$ cat config.mk
export PLATFORM = sky130hd
export DESIGN_NAME = cdb_requester
export DESIGN_NICKNAME = d
export VERILOG_FILES = /design/src/rtl/sys_defs.sv /design/src/rtl/onehot_idx_enc.sv /design/src/rtl/cdb_requester.sv
export SDC_FILE = /design/constraint.sdc
export NUM_CORES = 1
export LEC_CHECK = 0
export CAP_MARGIN = 20
export CORE_ASPECT_RATIO = 1.4
export CORE_MARGIN = 2
export CORE_UTILIZATION = 40
export DETAILED_ROUTE_END_ITERATION = 12
export HOLD_SLACK_MARGIN = 0.12
export PLACE_DENSITY = 0.71
export SYNTH_ARGS = -nofsm -noshare
export SYNTH_HDL_FRONTEND = slang
export SYNTH_HIERARCHICAL = 1
export SYNTH_SLANG_ARGS = --single-unit
$ cat constraint.sdc
create_clock -name clock -period 2.9 [get_ports clock]
set_input_delay 0.725 -clock clock [delete_from_list [all_inputs] [get_ports clock]]
set_output_delay 0.725 -clock clock [all_outputs]
set_load 0.02 [all_outputs]
$ cat src/rtl/sys_defs.sv
// Shared CDB definitions used by the requester, RS, ROB and map table.
package sys_defs;

    localparam int CDB_TAG_W  = 6;
    localparam int CDB_DATA_W = 64;

    typedef struct packed {
        logic                  valid;
        logic [CDB_TAG_W-1:0]  tag;
        logic [CDB_DATA_W-1:0] data;
    } cdb_packet_t;

endpackage

$ cat src/rtl/onehot_idx_enc.sv
// Highest-set-bit index encoder with a multi-hot flag.
module onehot_idx_enc #(
    parameter int N     = 4,
    parameter int IDX_W = $clog2(N)
) (
    input  logic [N-1:0]     vec,
    output logic [IDX_W-1:0] idx,
    output logic             any,
    output logic             multi
);

    // Scan upward so the highest set bit is the last one written to idx.
    always_comb begin
        idx   = '0;
        any   = 1'b0;
        multi = 1'b0;
        for (int i = 0; i < N; i++) begin
            if (vec[i]) begin
                multi = multi | any;
                any   = 1'b1;
                idx   = IDX_W'(i);
            end
        end
    end

endmodule

$ cat src/rtl/cdb_requester.sv
// Requester side of the CDB handshake: holds one result per source, requests
// the bus, and broadcasts the granted slot on a registered CDB.
module cdb_requester
    import sys_defs::*;
#(
    parameter int NUM_SRC = 4,
    parameter int TAG_W   = CDB_TAG_W,
    parameter int DATA_W  = CDB_DATA_W
) (
    input  logic                      clock,
    input  logic                      reset,
    input  logic [NUM_SRC-1:0]        src_valid,
    input  logic [NUM_SRC*TAG_W-1:0]  src_tag,
    input  logic [NUM_SRC*DATA_W-1:0] src_data,
    output logic [NUM_SRC-1:0]        src_ready,
    output logic [NUM_SRC-1:0]        req,
    output logic                      req_en,
    input  logic [NUM_SRC-1:0]        gnt,
    output logic                      cdb_valid,
    output logic [TAG_W-1:0]          cdb_tag,
    output logic [DATA_W-1:0]         cdb_data,
    output logic                      protocol_err
);

    localparam int IDX_W = $clog2(NUM_SRC);

    logic [NUM_SRC-1:0] held;
    logic [NUM_SRC-1:0] held_next;
    logic [NUM_SRC-1:0] g_ok;
    logic [NUM_SRC-1:0] capture;
    logic [NUM_SRC-1:0] retire;
    logic [TAG_W-1:0]   tag_q  [NUM_SRC];
    logic [DATA_W-1:0]  data_q [NUM_SRC];
    logic [IDX_W-1:0]   win_idx;
    logic               win_any;
    logic               win_multi;

    assign g_ok      = gnt & held;
    assign src_ready = ~held | g_ok;
    assign req       = held;
    assign req_en    = |held;
    assign capture   = src_valid & src_ready;

    onehot_idx_enc #(
        .N     (NUM_SRC),
        .IDX_W (IDX_W)
    ) u_win_enc (
        .vec   (g_ok),
        .idx   (win_idx),
        .any   (win_any),
        .multi (win_multi)
    );

    // Only the winning granted slot retires; capture overrides retire.
    always_comb begin
        retire    = win_any ? (NUM_SRC'(1) << win_idx) : '0;
        held_next = held;
        for (int i = 0; i < NUM_SRC; i++) begin
            if (capture[i]) begin
                held_next[i] = 1'b1;
            end else if (retire[i]) begin
                held_next[i] = 1'b0;
            end
        end
    end

    // Held bits, cleared by reset.
    always_ff @(posedge clock) begin
        if (reset) begin
            held <= '0;
        end else begin
            held <= held_next;
        end
    end

    // Slot payload registers load on capture and need no reset.
    always_ff @(posedge clock) begin
        for (int i = 0; i < NUM_SRC; i++) begin
            if (capture[i]) begin
                tag_q[i]  <= src_tag[i*TAG_W +: TAG_W];
                data_q[i] <= src_data[i*DATA_W +: DATA_W];
            end
        end
    end

    // Registered broadcast from the stored values of the winning slot.
    always_ff @(posedge clock) begin
        if (reset) begin
            cdb_valid <= 1'b0;
            cdb_tag   <= '0;
            cdb_data  <= '0;
        end else if (win_any) begin
            cdb_valid <= 1'b1;
            cdb_tag   <= tag_q[win_idx];
            cdb_data  <= data_q[win_idx];
        end else begin
            cdb_valid <= 1'b0;
        end
    end

    // Sticky flag for grants to empty slots or multi-bit grants; a multi-bit
    // grant with any empty bit is already caught by the first term.
    always_ff @(posedge clock) begin
        if (reset) begin
            protocol_err <= 1'b0;
        end else if ((|(gnt & ~held)) || win_multi) begin
            protocol_err <= 1'b1;
        end
    end

endmodule

# After elaboration in Yosys (flattened, before gate mapping)
# Memory sizes are Yosys's and may differ from the RTL's. A register that Yosys moved wholly into a read port is not among the register bits.
# Cells that the tools add are included.
# op_classes
bitwise	7
n_reduce_logical	7
n_mux	28
shift	1
# op_table
operator	count
$mux 1	25
$and 4x4->4	3
$reduce_bool 2->1	4
$reduce_or 4->1	2
$mux 2	2
$mux 4	1
$not 4->4	1
$or 4x4->4	1
$shl 1x2->4 const A	1
$or 1x1->1	2
$logic_or 1x1->1	1
# word_totals
wordCells	51
ram_bits	280
in_bits	290
out_inout_bits	81
mem_count	2
register_bits	6
# memory_table
name	depth	width	read_ports	rd_clocked_by_memory_dff	write_ports	line_no	text
data_q	4	64	1	1	4	cdb_requester.sv:33	logic [DATA_W-1:0] data_q [NUM_SRC];
tag_q	4	6	1	1	4	cdb_requester.sv:32	logic [TAG_W-1:0] tag_q [NUM_SRC];

# Longest topological paths before layout
# Gate-level depths: netlist of the first run.
# depth
word_depth	8
mapped_depth	9

# By module
# Netlist of the first run, hierarchy kept.
# modules_own_cells
module	cells_each	instances	seq_area_each_um2	area_each_um2
cdb_requester	846	1	9929.5	13427.9
onehot_idx_enc	7	1	0.0	45.0

# Worst setup path after synthesis of the first run
# No wires, ideal clock.
# synth_path
kind	input to register
start	in gnt[0]
end	mem data_q[0][0] (netlist bit), enable pin
t_arrival_ns	2.667
n_path_buf	0
setup_ns	0.435
cell_stages	2
slack_ns	-0.203
path_cell_list	nand2b_1 and2_1
# synth_rtl
element	line_no	text
from (decl)	cdb_requester.sv:18	input logic [NUM_SRC-1:0] gnt,
to (decl)	cdb_requester.sv:33	

# Worst setup path in the final report of the first run
# layout_path
start	in gnt[3]
end	out src_ready[3]
# layout_via
elab_chain_cells	2
# layout_rtl
element	line_no	text
$and 4x4->4	cdb_requester.sv:38	assign g_ok = gnt & held;
$or 4x4->4	cdb_requester.sv:39	assign src_ready = ~held | g_ok;
to (decl)	cdb_requester.sv:15	output logic [NUM_SRC-1:0] src_ready,
# Every way passes these cells.

==> results of run 1 <==
[metal layers]
layer	vias up	global-route usage, %	wire length, um
met5	-	0	0
met4	0	10.4	1520
met3	84	3.81	2060
met2	335	37.9	20100
met1	4341	24.5	14100
li1	4050	-	-
[what timing repair did]
| action | 4_1_cts | 5_1_grt |
|---|---|---|
| gates resized for setup | 0 | 1 |
| hold buffers | 0 | 0 |
| setup buffers | 0 | 0 |
| endpoints found under the setup margin | 0 | 1 |
[worst max-delay path: stages]
cell and delay (ns):
sky130_fd_sc_hd__clkdlybuf4s50_1 0.48, sky130_fd_sc_hd__buf_4 0.11, sky130_fd_sc_hd__nand2b_1 0.14, sky130_fd_sc_hd__clkdlybuf4s50_1 0.62
[power by group]
part           switching [mW]  internal, mW
clock network            1.86          2.71
registers               0.153          5.95
logic                    1.02          1.04
total                    3.03          9.70
[logic make-up (layout without fill, tap and decap cells)]
group                  Yosys count  after routing  share of synthesized area [%]
AO/OA/AOI/OAI                  147            147                           9.96
AND/OR/NAND/NOR                214            214                           7.76
buffers and inverters           65            474                           3.00
other                            0             10                              0
multiplexers                    71             71                           5.57
flip-flops                     356            356                           73.7
[worst min path at each step]
| stage | from | to | slack [ns] |
|---|---|---|---|
| 2_1_floorplan | data_q[1][12]$_DFFE_PP_ | cdb_data[12]$_SDFFE_PP0P_ | 0.54 |
| 3_3_place_gp | cdb_data[1]$_SDFFE_PP0P_ | cdb_data[1]$_SDFFE_PP0P_ | 0.47 |
| 3_5_place_dp | cdb_data[1]$_SDFFE_PP0P_ | cdb_data[1]$_SDFFE_PP0P_ | 0.48 |
| 4_1_cts | cdb_data[1]$_SDFFE_PP0P_ | cdb_data[1]$_SDFFE_PP0P_ | 0.49 |
| 5_1_grt | cdb_data[1]$_SDFFE_PP0P_ | cdb_data[1]$_SDFFE_PP0P_ | 0.51 |
| 6_report | cdb_data[61]$_SDFFE_PP0P_ | cdb_data[61]$_SDFFE_PP0P_ | 0.49 |
[area by class of cell]
class | count | share of cell area [%]
sequential | 356 | 52.1
timing repair buffer | 407 | 22.2
multi-input combinational | 432 | 16.6
clock buffer | 51 | 5.34
tap | 445 | 2.92
clock inverter | 12 | 0.708
antenna | 10 | 0.131
inverter | 4 | 0.0787
[sequential cells by signal (all words and copies together), names as in the netlist]
register / count
data_q: 256
cdb_data: 64
tag_q: 24
cdb_tag: 6
req: 4
cdb_valid: 1
protocol_err: 1
[through the flow]
stage | instances | power [mW] | worst slack, ns
2_1_floorplan | 853 | 7.20 | 0.392
3_3_place_gp | 1644 | 8.24 | -0.0151
3_5_place_dp | 1644 | 8.29 | -0.0847
4_1_cts | 1707 | 12.9 | 0.00908
5_1_grt | 1717 | 13.2 | 0.0704
6_report | 1717 | 12.7 | 0.100
[placed cells by master, fill, tap and decap left out, types with 2 or more instances in the layout]
cell                              instances
sky130_fd_sc_hd__a2111oi_0               18
sky130_fd_sc_hd__a2111oi_1               28
sky130_fd_sc_hd__a2111oi_2               23
sky130_fd_sc_hd__a211oi_1                 2
sky130_fd_sc_hd__a21o_1                  47
sky130_fd_sc_hd__a22oi_1                  4
sky130_fd_sc_hd__and2_1                   4
sky130_fd_sc_hd__and2_4                   4
sky130_fd_sc_hd__buf_12                  20
sky130_fd_sc_hd__buf_4                   18
sky130_fd_sc_hd__bufinv_16                3
sky130_fd_sc_hd__clkbuf_1                10
sky130_fd_sc_hd__clkbuf_16               37
sky130_fd_sc_hd__clkbuf_8                 4
sky130_fd_sc_hd__clkdlybuf4s50_1        368
sky130_fd_sc_hd__clkinv_1                 5
sky130_fd_sc_hd__clkinv_2                 2
sky130_fd_sc_hd__dfxtp_1                 76
sky130_fd_sc_hd__diode_2                 10
sky130_fd_sc_hd__edfxtp_1               280
sky130_fd_sc_hd__inv_1                    4
sky130_fd_sc_hd__mux2_2                  21
sky130_fd_sc_hd__mux2i_1                 48
sky130_fd_sc_hd__nand2b_1                 4
sky130_fd_sc_hd__nor2_1                 144
sky130_fd_sc_hd__nor2b_1                  2
sky130_fd_sc_hd__nor3b_1                 47
sky130_fd_sc_hd__o22ai_1                 22
==> impl_summary.txt, run 1 <==
----------------------------------------------------
[Finish]
  Final standard cell utilization of the core ... approximately 57%
  Layout cells sized above 1 ... 11.2%
  Area of all placed cells without fillers ... 19100 um2
  Number of nets in the layout ... roughly 1500
  Area added between synthesis and finish ... 41.6%
  Footprint of the multi-input gates ... ~3200 um2
  Register area ... between 9000 and 10000 um2
  Number of fillers in the final layout ... around 2700

[Hold path]
  Worst hold stages ... 2
  Class of the tightest hold or removal check ... reg -> reg

[Timing]
  Setup repair after global routing missed its margin ... no
  Total negative slack ... 0 ns
  Hold Vio Cnt, Final ... 0
  Hold Worst Slack ... approximately 0.49 ns
  Final worst path period share ... 96.5%
  Count of final setup violators ... 0
  Final Skew ... between 0.02 and 0.025 ns
  Transition at the pin with the smallest max-transition slack ... about 0.74 ns
  Max Transition Viols Final ... 0
  Maximum achievable frequency ... between 300 and 400 MHz
  Worst relative slew slack ... between 50 and 60%
  Shortest period the worst path allows ... approximately 2.8 ns

[Critical path]
  Depth of the worst register-to-register path ... 6
  Startpoint types ... primary input
  Signal arrival time at the worst endpoint ... a little over 2 ns
  CP required ... between 2 and 2.5 ns
  Largest driver fanout on the critical path ... 3
  R2r endpoint ... cdb_data[29]$_SDFFE_PP0P_
  Setup slack, reg-to-reg ... roughly 0.63 ns
  Launch instance of the worst register-to-register path ... req[2]$_SDFFE_PP0P_
  Type of the worst setup path ... in -> out
  Crit path from ... gnt[3]
  Capturing element type of the critical path ... output pin
  Crit path to ... src_ready[3]

[Global route]
  Total routing usage reported by global routing ... 21.2%
  Via count of the first global-routing pass ... around 9400
  Leftover overflow at the end of global routing ... 0
  Wire length of the first global-routing pass ... 56.5 mm
  Pin count of the biggest net entering global routing ... a little over 70
  Initial antenna violation count ... 10

[CTS]
  H-Tree Depth ... 2
  CTS tree ... built
  TritonCTS buffer count ... 35
  Worst-skew pair later-pin latency ... roughly 0.52 ns
  Clk Tree Root Cell ... sky130_fd_sc_hd__clkbuf_16
  Sinks on the clock net ... ~360
  Post-CTS clock slew at the launch and capture registers of the worst setup and hold paths ... 0.06 ns
  CTS max path bufs ... 3

[Detailed routing]
  Drt first pass iters ... 5
  Vias per cell ... about 5
  Final WL ... between 30 and 40 mm
  Number of design rule violations left after detail routing ... 0
  Average wire per cell in the routed design ... between 20 and 25 um
  Detail Route Antenna Nets ... 0
  Number of vias after detailed routing ... ~8800
  Violation count after the first detailed-route iteration ... 595

[Pwr]
  Power density normalized to cell area ... between 600 and 700 nW/um2
  Maximum VDD drop ... between 0.5 and 0.6 mV
  Leakage Power ... between 6 and 7 nW

[Placement]
  Routability congestion estimate ... approximately 0.8
  Cell Area, Placed ... roughly 18000 um2
  HPWL reported at the end of detailed placement ... 26.0 mm
  Number of buffer cells added on primary ports ... 370

[Synth]
  Yosys warns ... 6
  Dominant cell by count in the synthesized netlist ... sky130_fd_sc_hd__edfxtp_1
  Largest cells by area after synthesis ... sky130_fd_sc_hd__edfxtp_1, sky130_fd_sc_hd__dfxtp_1, sky130_fd_sc_hd__nor2_1
  Number of enable-type register cells in the synthesized netlist ... 280
  Netlist Area Pre-Place ... ~13000 um2
  Synthesized instance count ... ~850
  Share of synthesized flip-flops with an asynchronous set or reset ... 0%
  Count of distinct cell types in the synthesized netlist ... 37
  Cell accounting for the most synthesized area ... sky130_fd_sc_hd__edfxtp_1
  Average size of a mapped cell ... about 16 um2
  Syn Nets ... around 1100
  Share of the yosys chip area belonging to registers ... around three quarters
  Most instantiated cells after synthesis ... sky130_fd_sc_hd__edfxtp_1, sky130_fd_sc_hd__nor2_1, sky130_fd_sc_hd__dfxtp_1, sky130_fd_sc_hd__mux2i_1
  Commonest register cell after synthesis ... sky130_fd_sc_hd__edfxtp_1
  Share of the synthesized area in the top cell type ... 62.4%
  Yosys reg bits ... 356

[Die]
  Std cell rows ... 79
  Die area ... 35200 um2
  Area of the core ... around 33000 um2
  Initial core utilization ... between 40% and 50%
  Die Span X ... between 150 and 200 um
  Ports placed on the boundary ... approximately 370
  Height of the chip ... between 200 and 250 um

[Run status]
  Outcome ... completed

[Job]
  Max cap viols ... 0

----------------------------------------------------
(Power assumes the default switching activity.)
==> run 2: changes to the inputs <==
--- a/config.mk
+++ b/config.mk
@@ -12,5 +12,5 @@
 export DETAILED_ROUTE_END_ITERATION = 12
 export HOLD_SLACK_MARGIN = 0.12
-export PLACE_DENSITY = 0.71
+export PLACE_DENSITY_LB_ADDON = 0.2
 export SYNTH_ARGS = -nofsm -noshare
 export SYNTH_HDL_FRONTEND = slang
==> constraint.sdc (replaced) <==
create_clock -name clock -period 2.9 [get_ports clock]
set_input_delay 0.725 -clock clock [delete_from_list [all_inputs] [get_ports clock]]
set_output_delay 0.725 -clock clock [all_outputs]
set_load 0.05 [all_outputs]
==> run 2 against run 1 <==
Against the previous run: sequential share of layout area grew 0.26 points; critical path depth shrank 3; global-route usage shrank 1.1 points; critical path type is now reg -> out; final cell count shrank 0.41%; register-to-register slack gained 0.07 ns; sequential power is essentially flat; final area shrank 0.50%; largest cell class unchanged.
==> impl_summary.txt, run 2 (synthesized netlist as in run 1, its figures left out) <==
----------------------------------------------------
[Finish]
  Number of nets in the layout ... 1520 (-0.39%)
  Area of all placed cells without fillers ... 19000 um2 (-0.50%)
  Max FFs per register ... 256 (unchanged)
  Layout cells sized above 1 ... 10.9% (-0.27 points)
  Top library cells by usage in the layout, fill and taps aside ... sky130_fd_sc_hd__clkdlybuf4s50_1, sky130_fd_sc_hd__edfxtp_1, sky130_fd_sc_hd__nor2_1, sky130_fd_sc_hd__dfxtp_1, sky130_fd_sc_hd__mux2i_1
  Biggest register ... data_q
  Leading cell type in the layout, fill and taps excluded ... sky130_fd_sc_hd__clkdlybuf4s50_1
  Top flop regs ... data_q: 256 flops, cdb_data: 64 flops, tag_q: 24 flops
  Area added between synthesis and finish ... 40.9%

[Detailed routing]
  Vias per cell ... 5.06 (-1.4%)
  Detail Route Antenna Nets ... 0 (unchanged)
  Violation count after the first detailed-route iteration ... 445 (-25%)
  Number of design rule violations left after detail routing ... 0 (unchanged)
  Drt first pass iters ... 5 (unchanged)
  Number of vias after detailed routing ... 8654 (-1.8%)
  Final WL ... 35.8 mm (-5.3%)
  Average wire per cell in the routed design ... 20.9 um (-4.9%)

[Critical path]
  CP required ... 2.17 ns (about the same)
  Type of the worst setup path ... reg -> out
  Critical path's top delay family ... buffers and inverters
  Number of buffers and inverters on the critical path ... 1 (-2)
  Startpoint types ... flip-flop
  Capturing element type of the critical path ... output pin
  Largest incremental delay on the critical path ... 0.85 ns (+0.23 ns)
  Setup slack, reg-to-reg ... 0.70 ns (+0.07 ns)
  Critical-path cell with the highest stage delay ... sky130_fd_sc_hd__clkdlybuf4s50_1
  Largest driver fanout on the critical path ... 6 (+3)
  Cell breakdown of the critical path ... clkdlybuf4s50_1
  Signal arrival time at the worst endpoint ... 1.79 ns (-0.28 ns)

[Pwr]
  Sequential power share ... 47.0% (-0.9 points)
  Internal cell power ... 9.63 mW (-0.68%)
  Combinational group share of total power ... 18.2% (+2.0 points)
  Power density normalized to cell area ... 684 nW/um2 (+2.4%)
  Power, Total ... 13.0 mW (+1.9%)
  Clock group share of total power ... 34.9% (-1.0 points)
  Psw ... 3.34 mW (+10%)
  Switch share ... 25.8% (+1.9 points)
  Leakage Power ... 6.84 nW (-0.58%)
  Maximum VDD drop ... 0.635 mV (+8.8%)

[Timing]
  Transition at the pin with the smallest max-transition slack ... 0.881 ns (+0.136 ns)
  Worst relative slew slack ... 41.3% (-9.1 points)
  Max Transition Viols Final ... 0 (unchanged)
  Worst setup margin ... 0.384 ns (+0.284 ns)
  Shortest period the worst path allows ... 2.52 ns (-0.284 ns)
  Total negative slack ... 0 ns (unchanged)
  Count of final setup violators ... 0 (unchanged)
  Hold Vio Cnt, Final ... 0 (unchanged)
  Setup repair after global routing missed its margin ... no
  Final Skew ... 0.0150 ns (-0.00581 ns)
  Maximum achievable frequency ... 397 MHz (+11%)
  Final worst path period share ... 86.8% (-9.8 points)

[CTS]
  Worst-skew pair later-pin latency ... 0.52 ns (about the same)
  Post-CTS clock slew at the launch and capture registers of the worst setup and hold paths ... 0.06 ns (about the same)
  Sinks on the clock net ... 356 (unchanged)
  CTS tree ... built
  Number of buffers added for setup after CTS ... 0 (unchanged)
  TritonCTS buffer count ... 36 (+2.9%)
  H-Tree Depth ... 2 (unchanged)
  Number of buffers inserted by hold repair at cts ... 0 (unchanged)
  Total of cells resized after clock tree synthesis ... 0 (unchanged)
  CTS max path bufs ... 3 (unchanged)
  Clk Tree Root Cell ... sky130_fd_sc_hd__clkbuf_16

[Die]
  Area of the core ... 33200 um2 (unchanged)
  Std cell rows ... 79 (unchanged)
  Height of the chip ... 221 um (unchanged)
  Initial core utilization ... 40.6% (unchanged)
  Ports placed on the boundary ... 371 (unchanged)
  Die area ... 35200 um2 (unchanged)
  Die Span X ... 159 um (unchanged)

[Placement]
  Pre-CTS worst setup slack ... -0.0846 ns (+0.000145 ns)
  HPWL reported at the end of detailed placement ... 24.9 mm (-4.5%)
  Number of buffer cells added on primary ports ... 370 (unchanged)
  Cell Area, Placed ... 17800 um2 (-0.42%)
  Routability congestion estimate ... 0.788 (-1.1%)

[Global route]
  Initial antenna violation count ... 10 (unchanged)
  Total routing usage reported by global routing ... 20.2% (-1.1 points)
  Pin count of the biggest net entering global routing ... 79 (+11%)
  Wire length of the first global-routing pass ... 53.9 mm (-4.5%)
  Leftover overflow at the end of global routing ... 0 (unchanged)
  Via count of the first global-routing pass ... 9166 (-2.2%)

[Hold path]
  Class of the tightest hold or removal check ... reg -> reg

[Run status]
  Outcome ... completed

[Job]
  Max cap viols ... 0 (unchanged)

----------------------------------------------------
[run 2: layout make-up]
class	instances	area (um2)
clock inverters	12	133
diodes	9	22.5
multi-input cells	432	3160
well taps	445	557
flip-flops and latches	356	9930
inverters	4	15.0
fillers	2759	14200
clock buffers	52	1000
repair buffers	400	4160
[run 2: power groups by stage]
stage | clock network [mW] | registers [mW] | logic (mW)
after floorplan | 0 | 6.70 | 0.848
after global placement | 0 | 6.19 | 2.36
after detailed placement | 0 | 6.20 | 2.39
after CTS | 4.66 | 6.10 | 2.40
after global routing | 4.83 | 6.13 | 2.51
final | 4.52 | 6.09 | 2.36
[run 2: stage by stage]
step           instances  hold WS [ns]  util [%]
2_1_floorplan        853         0.539         -
4_1_cts             1701         0.488      57.1
6_report            1710         0.488      57.1
3_5_place_dp        1637         0.481      53.6
5_1_grt             1710         0.513      57.1
3_3_place_gp        1637         0.471      53.6
[run 2: final timing paths]
path,start,to,depth (start not counted)
setup / recovery,req[0]$_SDFFE_PP0P_,req[0],1
hold / removal,cdb_data[29]$_SDFFE_PP0P_,cdb_data[29]$_SDFFE_PP0P_,2
setup reg to reg,req[2]$_SDFFE_PP0P_,cdb_data[59]$_SDFFE_PP0P_,5
hold reg to reg,cdb_data[29]$_SDFFE_PP0P_,cdb_data[29]$_SDFFE_PP0P_,2
[run 2: per-layer routing]
metal / vias to the layer above / part of all wire, % / track usage [%]
li1: 4032 / - / -
met1: 4265 / 37 / 22.7
met2: 294 / 53 / 36.7
met3: 61 / 6.3 / 4.57
met4: 2 / 3.1 / 8.18
met5: - / 0.036 / 0
